File: src/rtl/fofb_cc_tester_pkg.sv
// Shared constants, state encodings and helpers for the FOFB CC link tester.
package fofb_cc_tester_pkg;

   localparam logic [15:0] IdleWord = 16'h50BC;
   localparam logic [1:0]  IdleK    = 2'b01;
   localparam logic [15:0] SopWord  = 16'h5CFB;
   localparam logic [1:0]  SopK     = 2'b01;
   localparam logic [15:0] EopWord  = 16'hFDFE;
   localparam logic [1:0]  EopK     = 2'b11;
   localparam logic [1:0]  DataK    = 2'b00;

   localparam logic [15:0] CrcPoly  = 16'h1021;
   localparam logic [15:0] CrcInit  = 16'hFFFF;

   localparam int unsigned PayloadLen  = 7;
   localparam logic [2:0]  PayloadLast = 3'(PayloadLen - 1);

   typedef enum logic [2:0] {
      TxIdle,
      TxGap,
      TxSop,
      TxPayload,
      TxCrc,
      TxEop,
      TxDone
   } tx_state_e;

   typedef enum logic [1:0] {
      RxHunt,
      RxCapture,
      RxCheckCrc,
      RxCheckEop
   } rx_state_e;

   function automatic logic [15:0] sat_inc(input logic [15:0] v);
      return (v == 16'hFFFF) ? v : v + 16'd1;
   endfunction

endpackage

File: src/rtl/fofb_cc_crc16.sv
// Combinational CRC-16-CCITT update over one 16-bit word, MSB first.
module fofb_cc_crc16
   import fofb_cc_tester_pkg::*;
(
   input  logic [15:0] crc_in,
   input  logic [15:0] data,
   output logic [15:0] crc_out
);

   logic [15:0] c;

   always_comb begin
      c = crc_in;
      for (int i = 15; i >= 0; i--) begin
         if (c[15] ^ data[i]) begin
            c = {c[14:0], 1'b0} ^ CrcPoly;
         end else begin
            c = {c[14:0], 1'b0};
         end
      end
      crc_out = c;
   end

endmodule

File: src/rtl/fofb_cc_top_tester.sv
// FOFB CC link tester: timeframe generator, packet transmitter and packet checker.
module fofb_cc_top_tester
   import fofb_cc_tester_pkg::*;
#(
   parameter int unsigned TEST_DURATION = 3,
   parameter int unsigned TF_PERIOD     = 10072,
   parameter int unsigned TF_END        = 7500,
   parameter logic [15:0] NODE_ID       = 16'd4,
   parameter int unsigned TX_IDLE_NUM   = 6
) (
   input  logic        txusrclk2_i,
   input  logic        mgtreset_n_i,
   input  logic [15:0] rx_data_i,
   input  logic [1:0]  rx_charisk_i,
   output logic [15:0] tx_data_o,
   output logic [1:0]  tx_charisk_o,
   output logic        fai_fa_block_start_o,
   output logic        fai_fa_data_valid_o,
   output logic [15:0] fai_fa_d_o,
   output logic        timeframe_start_o,
   output logic        timeframe_end_o,
   output logic [15:0] err_count_o,
   output logic [15:0] rx_count_o,
   output logic        test_done_o,
   output logic        test_pass_o
);

   // ---------------- timeframe generation ----------------
   logic        active_q;
   logic [31:0] tf_cnt_q, tf_number_q, end_cnt_q;
   logic        done_q;
   logic        tf_start, tf_end, done_next;

   assign tf_start  = active_q && (tf_cnt_q == 32'd0);
   assign tf_end    = active_q && (tf_cnt_q == TF_END);
   // The end pulse is accounted before a coincident start can launch a packet.
   assign done_next = done_q || (tf_end && (end_cnt_q == TEST_DURATION - 1));

   always_ff @(posedge txusrclk2_i) begin
      if (!mgtreset_n_i) begin
         active_q    <= 1'b0;
         tf_cnt_q    <= 32'd0;
         tf_number_q <= 32'd0;
         end_cnt_q   <= 32'd0;
         done_q      <= 1'b0;
      end else begin
         active_q <= 1'b1;
         if (active_q) begin
            if (tf_cnt_q == TF_PERIOD - 1) begin
               tf_cnt_q    <= 32'd0;
               tf_number_q <= tf_number_q + 32'd1;
            end else begin
               tf_cnt_q <= tf_cnt_q + 32'd1;
            end
         end
         if (tf_end && !done_q) end_cnt_q <= end_cnt_q + 32'd1;
         done_q <= done_next;
      end
   end

   // ---------------- transmitter ----------------
   tx_state_e   tx_state_q;
   logic [15:0] tx_data_q, tx_crc_q, tx_crc_next, payload_word;
   logic [1:0]  tx_k_q;
   logic [31:0] gap_cnt_q, frame_no_q;
   logic [2:0]  tx_idx_q, pl_sel;

   // Selects the payload word to be presented in the next cycle.
   always_comb begin
      pl_sel = (tx_state_q == TxPayload) ? tx_idx_q + 3'd1 : 3'd0;
      case (pl_sel)
         3'd0:    payload_word = NODE_ID;
         3'd1:    payload_word = frame_no_q[31:16];
         3'd2:    payload_word = frame_no_q[15:0];
         3'd3:    payload_word = ~frame_no_q[31:16];
         3'd4:    payload_word = ~frame_no_q[15:0];
         3'd5:    payload_word = tf_number_q[31:16];
         default: payload_word = tf_number_q[15:0];
      endcase
   end

   fofb_cc_crc16 u_tx_crc (
      .crc_in  (tx_crc_q),
      .data    (tx_data_q),
      .crc_out (tx_crc_next)
   );

   always_ff @(posedge txusrclk2_i) begin
      if (!mgtreset_n_i) begin
         tx_state_q <= TxIdle;
         tx_data_q  <= IdleWord;
         tx_k_q     <= IdleK;
         gap_cnt_q  <= 32'd0;
         tx_idx_q   <= 3'd0;
         frame_no_q <= 32'd0;
         tx_crc_q   <= CrcInit;
      end else begin
         unique case (tx_state_q)
            TxIdle: begin
               if (done_next) begin
                  tx_state_q <= TxDone;
               end else if (tf_start) begin
                  gap_cnt_q <= 32'd0;
                  if (TX_IDLE_NUM == 0) begin
                     tx_state_q <= TxSop;
                     tx_data_q  <= SopWord;
                     tx_k_q     <= SopK;
                  end else begin
                     tx_state_q <= TxGap;
                  end
               end
            end
            TxGap: begin
               if (gap_cnt_q == TX_IDLE_NUM - 1) begin
                  tx_state_q <= TxSop;
                  tx_data_q  <= SopWord;
                  tx_k_q     <= SopK;
               end else begin
                  gap_cnt_q <= gap_cnt_q + 32'd1;
               end
            end
            TxSop: begin
               tx_state_q <= TxPayload;
               tx_idx_q   <= 3'd0;
               tx_data_q  <= payload_word;
               tx_k_q     <= DataK;
               tx_crc_q   <= CrcInit;
            end
            TxPayload: begin
               tx_crc_q <= tx_crc_next;
               if (tx_idx_q == PayloadLast) begin
                  tx_state_q <= TxCrc;
                  tx_data_q  <= tx_crc_next;
               end else begin
                  tx_idx_q  <= tx_idx_q + 3'd1;
                  tx_data_q <= payload_word;
               end
            end
            TxCrc: begin
               tx_state_q <= TxEop;
               tx_data_q  <= EopWord;
               tx_k_q     <= EopK;
            end
            TxEop: begin
               frame_no_q <= frame_no_q + 32'd1;
               tx_data_q  <= IdleWord;
               tx_k_q     <= IdleK;
               tx_state_q <= done_next ? TxDone : TxIdle;
            end
            TxDone: begin
               tx_data_q <= IdleWord;
               tx_k_q    <= IdleK;
            end
         endcase
      end
   end

   // ---------------- receiver ----------------
   rx_state_e   rx_state_q;
   logic [2:0]  rx_idx_q;
   logic [15:0] rx_crc_q, rx_crc_next, err_q, rxc_q, fa_d_q;
   logic        fa_valid_q, fa_bs_q;
   logic        is_sop, is_eop;

   assign is_sop = (rx_data_i == SopWord) && (rx_charisk_i == SopK);
   assign is_eop = (rx_data_i == EopWord) && (rx_charisk_i == EopK);

   fofb_cc_crc16 u_rx_crc (
      .crc_in  (rx_crc_q),
      .data    (rx_data_i),
      .crc_out (rx_crc_next)
   );

   always_ff @(posedge txusrclk2_i) begin
      if (!mgtreset_n_i) begin
         rx_state_q <= RxHunt;
         rx_idx_q   <= 3'd0;
         rx_crc_q   <= CrcInit;
         err_q      <= 16'd0;
         rxc_q      <= 16'd0;
         fa_valid_q <= 1'b0;
         fa_bs_q    <= 1'b0;
         fa_d_q     <= 16'd0;
      end else begin
         fa_valid_q <= 1'b0;
         fa_bs_q    <= 1'b0;
         fa_d_q     <= 16'd0;
         if (rx_state_q != RxHunt && is_sop) begin
            // An SOP inside a packet is an error but also the start of a new one.
            err_q      <= sat_inc(err_q);
            rx_state_q <= RxCapture;
            rx_idx_q   <= 3'd0;
            rx_crc_q   <= CrcInit;
         end else begin
            unique case (rx_state_q)
               RxHunt: begin
                  if (is_sop) begin
                     rx_state_q <= RxCapture;
                     rx_idx_q   <= 3'd0;
                     rx_crc_q   <= CrcInit;
                  end
               end
               RxCapture: begin
                  if (rx_charisk_i != DataK) begin
                     err_q      <= sat_inc(err_q);
                     rx_state_q <= RxHunt;
                  end else begin
                     fa_valid_q <= 1'b1;
                     fa_bs_q    <= (rx_idx_q == 3'd0);
                     fa_d_q     <= rx_data_i;
                     rx_crc_q   <= rx_crc_next;
                     if (rx_idx_q == PayloadLast) rx_state_q <= RxCheckCrc;
                     else                         rx_idx_q   <= rx_idx_q + 3'd1;
                  end
               end
               RxCheckCrc: begin
                  if (rx_charisk_i != DataK || rx_data_i != rx_crc_q) begin
                     err_q      <= sat_inc(err_q);
                     rx_state_q <= RxHunt;
                  end else begin
                     rx_state_q <= RxCheckEop;
                  end
               end
               RxCheckEop: begin
                  if (is_eop) rxc_q <= sat_inc(rxc_q);
                  else        err_q <= sat_inc(err_q);
                  rx_state_q <= RxHunt;
               end
            endcase
         end
      end
   end

   assign tx_data_o            = tx_data_q;
   assign tx_charisk_o         = tx_k_q;
   assign fai_fa_block_start_o = fa_bs_q;
   assign fai_fa_data_valid_o  = fa_valid_q;
   assign fai_fa_d_o           = fa_d_q;
   assign timeframe_start_o    = tf_start;
   assign timeframe_end_o      = tf_end;
   assign err_count_o          = err_q;
   assign rx_count_o           = rxc_q;
   assign test_done_o          = done_q;
   assign test_pass_o          = done_q && (err_q == 16'd0) && ({16'd0, rxc_q} >= TEST_DURATION);

endmodule

File: config.mk
export PLATFORM = sky130hd
export DESIGN_NAME = fofb_cc_top_tester
export DESIGN_NICKNAME = d
export VERILOG_FILES = /design/src/rtl/fofb_cc_tester_pkg.sv /design/src/rtl/fofb_cc_crc16.sv /design/src/rtl/fofb_cc_top_tester.sv
export SDC_FILE = /design/constraint.sdc
export NUM_CORES = 1
export LEC_CHECK = 0
export ABC_AREA = 1
export ABC_CLOCK_PERIOD_IN_PS = 2200
export CAP_MARGIN = 20
export CORE_MARGIN = 1.5
export CORE_UTILIZATION = 60
export DETAILED_ROUTE_END_ITERATION = 7
export PLACE_DENSITY = 0.86
export SETUP_SLACK_MARGIN = 0.05
export SLEW_MARGIN = 20
export SYNTH_ARGS = -nofsm -noshare
export SYNTH_HDL_FRONTEND = slang
export SYNTH_SLANG_ARGS = --single-unit
File: constraint.sdc
create_clock -name txusrclk2_i -period 2.2 [get_ports txusrclk2_i]
set_clock_uncertainty 0.05 [all_clocks]
set_input_delay 0.33 -clock txusrclk2_i [delete_from_list [all_inputs] [get_ports txusrclk2_i]]
set_output_delay 0.33 -clock txusrclk2_i [all_outputs]
set_load 0.05 [all_outputs]
==> qor.yml <==
job:
  cap_violations: 0
setup_path:
  path_buf_inv: 2
  worstSetupStartpointType: "register"
  endpoint_kind: "output port"
  crit_path_end: "test_pass_o"
  crit_arrival_ps: 1850
  cp_max_fo: 2
  timing.rr.end: "gap_cnt_q[5]"
  max_stage_delay_ps: 350
  cp_data_required_time_ps: 1820
  reg2reg_slack_ps: 130
  reg2reg_depth: 13
  cp_top_family: "simple AND/OR/NAND/NOR gates"
  slowest_stage: "dfxtp_4"
  r2r-start: "gap_cnt_q[1]"
  cp_num_cells: 7
  crit_start: "err_count_o[1]"
  cp_cell_sequence: "inv_4 > ha_4 > nand4_1 > nor3_2 > nand3_2 > a31oi_4 > buf_12"
  worstSetupPathType: "register to output port"
synthesis:
  ys_warn_count: 0
  synthesis.area_um2: 17400
  synth_ff_type: "dfxtp_1"
  avgSynthCellArea_um2: 6.24
  yosysSeqAreaShare: 0.313
  synthArstFlopShare: 0
  ys_types: 55
  synth_edf_count: 0
  synth.net_count: 2830
  synth_cells: 2794
  synth_seq_cells: 273
layout:
  finalCoreUtilization: 0.739
  area_delta_synth_final_pct: 21.3
  final_common_cell: "nand2_1"
  layout.nets: 3034
  nFillCells: 2337
  antenna_cells: 0
  layout_common_cells: "829 x nand2_1, 307 x inv_1, 285 x nor2_1"
  drive_gt1_frac: 0.120
placed_design:
  gp_congestion: 1.01
  port_buffers: 91
  hpwl_um: 38200
status:
  violations: "negative setup slack"
  status: "complete, but fails checks"
clock_network:
  clockBufferDepth: 3
  cts_hold_buf: 0
  h-tree-depth: 1
  clk_pin_slew_ps: 60
  clockRootBuffer: "clkbuf_16"
  cts_buffers: 31
  clock_latency_ps: 570
  clock_sinks: 273
  tritoncts: "built"
grt:
  grt_pass1_vias: 18000
  grt_antenna_before_repair: 0
  gr-total-overflow: 0
  grt_usage: 0.339
  grt_pass1_wl_um: 85500
  grt_max_degree: 55
die:
  start_util: 0.609
  rows: 62
  ios: 92
  fp.dieH_um: 174
  core_um2: 28600
  die_area_um2: 30100
  dieWidth_um: 174
power_and_ir_drop:
  p_total_mw: 17.0
  ir_drop_uv: 594
  p_per_area_nw_per_um2: 804
  p_leak_nw: 8.92
sta:
  clock.fmax_mhz: 448
  maxSlewHeadroom: 0.599
  min_period_ps: 2230
  slew_violations: 0
  setup_violations: 1
  finalWorstSetupSlack_ps: -30.3
  rsz0062_at_grt: "true"
  final-hold-violation-count: 0
  worst_slew_pin_slew_ps: 599
  hold_ws_ps: 127
  post-route-period-util: 1.01
route:
  drt_wl_total_um: 53100
  wl_per_cell_um: 15.6
  vias_per_cell: 5.65
  drtAntennaViolNets: 0
  first_iter_violations: 1713
  drc: 0
  vias: 19200
  dr.pass1.iters: 7
hold_path:
  min_path_type: "primary input to register"
==> worst min-delay path by stage <==
| stage | cells past startpoint | end | slack [ps] | from |
|---|---|---|---|---|
| after floorplan | 0 | active_q | 310 | mgtreset_n_i |
| after CTS | 3 | end_cnt_q[4] | 100 | mgtreset_n_i |
| after detailed placement | 2 | frame_no_q[31] | 420 | frame_no_q[31] |
| after global routing | 3 | end_cnt_q[4] | 110 | mgtreset_n_i |
| after global placement | 2 | gap_cnt_q[13] | 420 | gap_cnt_q[13] |
| final | 3 | end_cnt_q[4] | 130 | mgtreset_n_i |
==> state kept, by name, summed over array words and instances (netlist names), 32 cells and up <==
signal	count
frame_no_q	32
gap_cnt_q	32
end_cnt_q	32
tf_cnt_q	32
tf_number_q	32
==> cells by family (layout without fill, tap and decap cells) <==
group | count (synthesis) | count (layout) | share of synthesized area
buf+inv | 407 | 630 | 0.0938
xor+xnor | 158 | 158 | 0.0798
fa+ha+maj | 16 | 16 | 0.0115
flops | 273 | 273 | 0.313
compound gates | 300 | 300 | 0.0897
simple gates | 1640 | 1644 | 0.412
==> routing by layer <==
layer / GRT usage / vias to the layer above / routed length [um]
met1: 0.434 / 8753 / 22300
li1: - / 9397 / -
met4: 0.144 / 0 / 2240
met3: 0.0559 / 191 / 4170
met5: 0 / - / 0
met2: 0.564 / 889 / 24400
==> metrics by stage <==
| stage | cells | setup WS (ps) | cell area (um^2) | setup TNS, ps |
|---|---|---|---|---|
| floorplan | 2794 | 47.7 | 17500 | 0 |
| global placement | 3315 | -75.8 | 19500 | -1110 |
| detailed placement | 3315 | -144 | 19500 | -3110 |
| CTS | 3383 | -123 | 20700 | -165 |
| global route | 3405 | -81.5 | 21200 | -174 |
| finish | 3405 | -30.3 | 21200 | -30.3 |
==> worst min-delay path, cell delays in order <==
cell     delay [ps]
buf_2           210
nand2_1         110
nor2_1           30
==> synth_stat cells (5+ instances only) <==
library cell    n  area share
o21ai_0        86       0.025
nor3_1        109       0.031
nand3b_1       12      0.0052
a21oi_1       183       0.053
ha_1           16       0.011
nor4_1         28       0.010
inv_2           6      0.0013
nand3_1       217       0.062
dfxtp_1       273        0.31
buf_6           9      0.0058
xnor2_1        49       0.025
nand2_2        11      0.0039
nor2_4          8      0.0052
nand2_4         5      0.0032
nand4_1        66       0.024
clkbuf_1       42      0.0090
xor2_1        108       0.054
nor2_2          7      0.0025
o211ai_1        6      0.0026
or2_2          10      0.0036
inv_1         323       0.070
nor2_1        302       0.065
buf_2          18      0.0052
nor3b_1         7      0.0030
nand2_1       835        0.18
o22ai_1         7      0.0025
==> repair_timing <==
action | CTS | global route
setup endpoints to repair | 85 | 107
buffers inserted | 11 | 17
gates resized for setup | 90 | 89
gates cloned | 1 | 5
pin swaps | 10 | 23
==> cell type report <==
type	count	area [um^2]	share of cell area
multi-input cells	2118	10700	0.508
flip-flops and latches	273	5510	0.260
repair buffers	244	2170	0.102
inverters	330	1250	0.0593
clock buffers	45	888	0.0420
well taps	384	480	0.0227
clock inverters	11	115	0.00544
==> report_power, final <==
part           switching, mW  internal, mW  total, mW
clock network           2.12          3.01       5.13
logic                   4.26          2.06       6.32
registers              0.327          5.23       5.56
total                   6.70          10.3       17.0
(Power assumes the default switching activity.)
